`src/rtl/ram_bist_pkg.sv`:
```
// Shared types and the address-derived test pattern for the RAM self-test initiator.
package ram_bist_pkg;

   localparam int unsigned MAX_DATA_W = 64;

   typedef enum logic [2:0] {
      IDLE,
      W0,
      R0,
      W1,
      R1,
      DONE
   } state_t;

   // Address bits repeated from the LSB upward, truncated to data_w bits.
   function automatic logic [MAX_DATA_W-1:0] pattern(input logic [MAX_DATA_W-1:0] a,
                                                     input int unsigned addr_w,
                                                     input int unsigned data_w);
      logic [MAX_DATA_W-1:0] p;
      p = '0;
      for (int unsigned i = 0; i < MAX_DATA_W; i++) begin
         if (i < data_w) begin
            p[6'(i)] = a[6'(i % addr_w)];
         end
      end
      return p;
   endfunction

endpackage

```
`src/rtl/ram_bist.sv`:
```
// RAM built-in self-test: writes P(a), reads it back, repeats with ~P(a),
// and records the first failing address and the word read there.
module ram_bist
   import ram_bist_pkg::*;
#(
   parameter int unsigned ADDR_W = 3,
   parameter int unsigned DATA_W = 16
) (
   input  logic              clk,
   input  logic              reset,
   input  logic              start,
   input  logic [DATA_W-1:0] ram_out,
   output logic [DATA_W-1:0] ram_in,
   output logic [ADDR_W-1:0] ram_addr,
   output logic              ram_load,
   output logic              busy,
   output logic              done,
   output logic              pass,
   output logic [ADDR_W-1:0] fail_addr,
   output logic [DATA_W-1:0] fail_data
);

   localparam logic [ADDR_W-1:0] LAST_ADDR = '1;

   state_t            state;
   logic [ADDR_W-1:0] addr_nxt_c;
   logic [DATA_W-1:0] pat_cur_c;
   logic [DATA_W-1:0] pat_nxt_c;
   logic [DATA_W-1:0] exp_c;
   logic              last_c;
   logic              mismatch_c;

   // Expected word for the address on the bus and pattern for the next address.
   always_comb begin
      addr_nxt_c = ram_addr + 1'b1;
      last_c     = (ram_addr == LAST_ADDR);
      pat_cur_c  = DATA_W'(pattern(MAX_DATA_W'(ram_addr), ADDR_W, DATA_W));
      pat_nxt_c  = DATA_W'(pattern(MAX_DATA_W'(addr_nxt_c), ADDR_W, DATA_W));
      exp_c      = (state == R1) ? ~pat_cur_c : pat_cur_c;
      mismatch_c = (ram_out != exp_c);
   end

   // Sequencer; every output is registered together with the state it belongs to.
   always_ff @(posedge clk) begin
      if (reset) begin
         state     <= IDLE;
         ram_in    <= '0;
         ram_addr  <= '0;
         ram_load  <= 1'b0;
         busy      <= 1'b0;
         done      <= 1'b0;
         pass      <= 1'b0;
         fail_addr <= '0;
         fail_data <= '0;
      end else begin
         case (state)
            IDLE, DONE: begin
               if (start) begin
                  state     <= W0;
                  ram_addr  <= '0;
                  ram_in    <= '0;
                  ram_load  <= 1'b1;
                  busy      <= 1'b1;
                  done      <= 1'b0;
                  pass      <= 1'b0;
                  fail_addr <= '0;
                  fail_data <= '0;
               end
            end
            W0, W1: begin
               if (last_c) begin
                  state    <= (state == W0) ? R0 : R1;
                  ram_addr <= '0;
                  ram_in   <= '0;
                  ram_load <= 1'b0;
               end else begin
                  ram_addr <= addr_nxt_c;
                  ram_in   <= (state == W0) ? pat_nxt_c : ~pat_nxt_c;
               end
            end
            R0, R1: begin
               if (mismatch_c) begin
                  state     <= DONE;
                  ram_addr  <= '0;
                  busy      <= 1'b0;
                  done      <= 1'b1;
                  pass      <= 1'b0;
                  fail_addr <= ram_addr;
                  fail_data <= ram_out;
               end else if (last_c) begin
                  ram_addr <= '0;
                  if (state == R0) begin
                     state    <= W1;
                     ram_load <= 1'b1;
                     ram_in   <= '1;
                  end else begin
                     state <= DONE;
                     busy  <= 1'b0;
                     done  <= 1'b1;
                     pass  <= 1'b1;
                  end
               end else begin
                  ram_addr <= addr_nxt_c;
               end
            end
            default: state <= IDLE;
         endcase
      end
   end

endmodule

```
`config.mk`:
```
export PLATFORM = sky130hd
export DESIGN_NAME = ram_bist
export DESIGN_NICKNAME = d
export VERILOG_FILES = /design/src/rtl/ram_bist_pkg.sv /design/src/rtl/ram_bist.sv
export SDC_FILE = /design/constraint.sdc
export NUM_CORES = 1
export LEC_CHECK = 0
export ABC_AREA = 1
export CORE_ASPECT_RATIO = 0.7
export CORE_UTILIZATION = 40
export DETAILED_ROUTE_END_ITERATION = 10
export GPL_ROUTABILITY_DRIVEN = 1
export PLACE_DENSITY = 0.74
export SKIP_CTS_REPAIR_TIMING = 1
export SYNTH_ARGS = -nofsm -noshare
export SYNTH_HDL_FRONTEND = slang
export SYNTH_SLANG_ARGS = --single-unit
```
`constraint.sdc`:
```
create_clock -name clk -period 1.7 [get_ports clk]
set_input_delay 0.255 -clock clk [delete_from_list [all_inputs] [get_ports clk]]
set_output_delay 0.255 -clock clk [all_outputs]
set_load 0.005 [all_outputs]
```
* Word level (Yosys, flattened, before mapping)
Index checks and enable logic that the tools add are counted.
Cells by class: $add $sub $neg 1, multiply operators 0, div/mod/pow operators 0, magnitude comparators 0, equality and inequality tests 15, shifts and indexed selects 0, muxes and demuxes 40, bitwise operators 2, reductions and logical operators 12
Operators with widths (count):
- $mux 16 | 8
- $pmux 16 s3 | 1
- $not 16->16 | 2
- $pmux 16 s2 | 1
- $mux 3 | 10
- $pmux 3 s3 | 2
- $ne 16x16->1 | 1
- $mux 1 | 13
- $ne 2x2->1 const B | 6
- $eq 3x3->1 const B | 3
- $eq 3x2->1 const B | 2
- $ne 3x3->1 const B | 2
- $pmux 1 s2 | 3
- $pmux 3 s2 | 1
- $reduce_and 3->1 | 2
- $reduce_and 6->1 | 1
- $reduce_or 2->1 | 3
- $reduce_and 5->1 | 1
- $reduce_and 4->1 | 1
- $add 3x1->3 const B | 1
- $eq 3x1->1 const B | 1
- $logic_not 3->1 | 1
- $pmux 1 s3 | 1
- $reduce_bool 3->1 | 1
- other kinds (2) | 2
Word-level totals: bits in registers 45, bits in latches 0, bits in writable memories 0, memory bits (read-only) 0, bits of input ports 19, output and inout port bits 42, memories 0

* Logic depth before layout (Yosys ltp)
word-level depth 5, gate-level depth with buffers 16

* Worst setup path after synthesis
Ideal clock, no wire load.
path type reg-to-reg, start register state[1], end register fail_data[4], library setup time 0.140 ns, arrival 1.457 ns, path slack 0.102 ns, cell stages (with the launch flop) 15, buffers on the path 2, clock period less this slack 1.598 ns, path through dfxtp_1 buf_6 nor2_4 nand2_4 nand2_2 nand2_1 nand2_1 nand2_2 nor2_4 nand2_4 nand2_4 inv_4 buf_4 nand2_1 a21oi_2
On the way: word-level cells in the longest chain between the ends 5
Ends and longest elaborated chain:
- from (decl) | line ram_bist.sv:25 | state_t state;
- from (signal assigned) | line ram_bist.sv:72 | state <= (state == W0) ? R0 : R1;
- $eq 3x3->1 | line ram_bist.sv:39, ram_bist.sv:56
- $mux 16 | line ram_bist.sv:39 | exp_c = (state == R1) ? ~pat_cur_c : pat_cur_c;
- $ne 16x16->1 | line ram_bist.sv:40 | mismatch_c = (ram_out != exp_c);
- $ne 2x2->1 (no source line)
- $reduce_and 3->1 (no source line)
- to (signal assigned) | line ram_bist.sv:89 | fail_data <= ram_out;
- to (decl) | line ram_bist.sv:20 | output logic [DATA_W-1:0] fail_data
Several ways; a longest one is shown, not always the timed one. A chain may end at the register's enable or synchronous reset.

* Final worst setup path
start input ram_out[14], end register busy
On the way: word-level cells in the longest chain between the ends 3
Ends and longest elaborated chain:
- from (decl) | line ram_bist.sv:12 | input logic [DATA_W-1:0] ram_out,
- $ne 16x16->1 * | line ram_bist.sv:40
- $ne 3x3->1 (no source line) or $mux 1 (tied branches)
- $reduce_and 4->1 (no source line) or $pmux 1 s2 (tied branches)
- to (signal assigned) | line ram_bist.sv:50 | busy <= 1'b0;
- to (signal assigned) | line ram_bist.sv:63 | busy <= 1'b1;
- to (signal assigned) | line ram_bist.sv:85 | busy <= 1'b0;
- to (decl) | line ram_bist.sv:16 | output logic busy,
Mark *: on every way between the ends. The rest lies on a longest branch, timed or not.

==> metrics.yaml <==
outcome: "finished clean"
path_buf_inv: 3
rrSetupSlack_ns: 0.07
ant_nets: 0
cts_buffers: 5
timing.final.crit_share: 0.979
cts_max_level: 2
worstHoldPathType: "input pin to flip-flop"
setup-violations-final: 0
crit_cells: 12
first_global_vias: 1613
first_iter_violations: 140
drcViolationCount: 0
yosysWarnings: 0
placement_rows: 20
worst_pin_slew_ns: 0.305
clockBufferDepth: 2
cp.required_ns: 1.92
cp_top_family: "simple AND/OR/NAND/NOR gates"
overflow: 0
n_antenna_cell: 0
gp_congestion: 0.918
vias: 1815
fmax_mhz: 601
synth-seq-cells: 32
ios: 61
seq_area_frac_synth: 0.350
cts_tree: "built"
p_leak_nw: 1.18
final_common_cell: "nand2_1"
dpl_cell_area_um2: 2500
reg2reg_depth: 12
fin_cells: 384
critical_path.max_stage_delay_ns: 0.49
power_density_nw_per_um2: 1630
layout_setup_ws_ns: 0.0354
met2_length_um: 2070
grt_util_all_layers: 0.197
final_cell_mix: "nand2_1 (72), clkdlybuf4s50_1 (58), dfxtp_1 (29)"
clock_latency_ns: 0.28
post-route-min-period_ns: 1.66
dp.cells: 373
start_kind: "input pin"
ir_drop_v: 0.000956
relSlewSlack: 0.797
port_buffers: 60
grt_antenna_before_repair: 0
synth_cell_types: 28
die_area_um2: 4850
critPathSlowestCell: "clkdlybuf4s50_1"
slew_violations: 0
cp-end-kind: "flip-flop"
crit_fanout: 4
crit_chain: "clkdlybuf4s50_1, inv_1, nor2_1, nand2_1, nand3_1, nand2_2, nor2_4, buf_6, nand3b_1, nand3_2, nand2_2, a21oi_2"
crit_arrival_ns: 1.88
cp_common_cell: "nand2_2"
wl_per_cell_um: 12.4
rsz0062_at_grt: "yes"
whs_path_depth: 3
synthesis.nets: 279
wl_um: 4760
grt_max_degree: 23
initial_utilization: 0.420
die_w_um: 82.8
grt_pass1_wl_um: 7600
nets: 349
critPathKind: "input pin to flip-flop"
pre_cts_slack_ns: -0.305
cts_root_buffer: "clkbuf_8"
via_per_inst: 4.73
hold_viol: 0
wl_met3_um: 318
cts.clk_slew.worst_paths_ns: 0.06
final_cell_area_um2: 2710
layout-drive-gt1-share: 0.258
skew_ns: 0.00489
syn_avg_cell_area_um2: 7.09
maxCapViolations: 0
syn_inst: 258
drt-pass1-iter-count: 4
dieHeight_um: 58.6
dp_hpwl_um: 3430
core_um2: 4350
areaGrowthSynthToFinish_pct: 48.0
wl_met1_um: 2340
top_layer: "met4"
netlist_area_um2: 1830
clkSinkCount: 32
-- metal layers --
layer | track usage | up-vias
met3 | 0.0547 | 5
met1 | 0.272 | 808
met4 | 0.0493 | 0
met5 | 0 | -
li1 | - | 941
met2 | 0.306 | 61
-- synthesized netlist by cell type --
cell type | count | area [um^2]
or2_2 | 1 | 6.26
nand2_1 | 77 | 289
buf_8 | 1 | 15.0
a21oi_2 | 12 | 105
buf_4 | 15 | 113
o31ai_1 | 1 | 7.51
nand2_2 | 15 | 93.8
clkbuf_1 | 3 | 11.3
dfxtp_1 | 32 | 641
nor2_4 | 2 | 22.5
nand3b_1 | 1 | 7.51
ha_1 | 2 | 25.0
inv_1 | 17 | 63.8
xor2_1 | 2 | 17.5
nor2_1 | 25 | 93.8
buf_6 | 2 | 22.5
inv_2 | 1 | 3.75
xnor2_1 | 3 | 26.3
o21ai_0 | 6 | 30.0
nand4_1 | 4 | 25.0
nor3_1 | 3 | 15.0
nand2_4 | 4 | 45.0
buf_1 | 1 | 3.75
nand3_1 | 10 | 50.1
a21oi_1 | 15 | 75.1
inv_4 | 1 | 6.26
nand3_2 | 1 | 10.0
clkinv_1 | 1 | 3.75
-- worst register-to-register path, cell delays in order, from the launching register on --
cell and delay [ns]:
dfxtp_2 0.33, nor2_4 0.14, nand2_4 0.10, nand2_4 0.07, nand2_2 0.04, nand2_1 0.06
nand2_2 0.06, nor2_4 0.14, buf_6 0.12, nand3b_1 0.15, nand3_2 0.16, nand2_2 0.07
a21oi_2 0.12
-- sequential cells by signal, summed over array words and instances, names as in the netlist --
register	cells
fail_data	16
fail_addr	3
ram_addr	3
ram_in	3
state	3
busy	1
done	1
pass	1
ram_load	1
-- path summary, 6_finish.rpt --
path / start / to
worst min register to register: fail_data[6]$_SDFFE_PP0P_ / fail_data[6]$_SDFFE_PP0P_
worst max-delay path: ram_out[14] / busy$_SDFFE_PP0P_
worst max register to register: state[0]$_SDFFE_PP0P_ / busy$_SDFFE_PP0P_
worst min-delay path: ram_out[8] / fail_data[8]$_SDFFE_PP0P_
-- power breakdown --
group	switching (mW)	internal, mW
Combinational	1.37	1.29
Clock	0.265	0.330
Sequential	0.184	0.971
Total	1.82	2.59
-- logic make-up after synthesis --
kind of cell,Yosys count,synth area share
AND/OR/NAND/NOR,143,0.360
buffers and inverters,42,0.133
AO/OA/AOI/OAI,34,0.119
flip-flops,32,0.350
adder cells (fa/ha/maj),2,0.0137
XOR/XNOR,5,0.0240
-- through the flow --
stage                util  power, mW  hold slack (ns)  setup TNS [ns]
global route        0.622       4.74            0.295          -0.536
floorplan               -       2.71            0.402               0
finish              0.622       4.41            0.287               0
CTS                 0.594       4.17            0.465          -0.792
global placement    0.574       3.50            0.450           -6.63
detailed placement  0.574       3.56            0.453           -7.63
-- final cells by class --
cell class,count,area (um^2)
multi-input cells,186,1040
clock buffers,8,90.1
inverters,20,77.6
fillers,380,1650
repair buffers,83,782
well taps,55,68.8
flip-flops and latches,32,647
No activity file was read; power rests on OpenSTA's default activity.
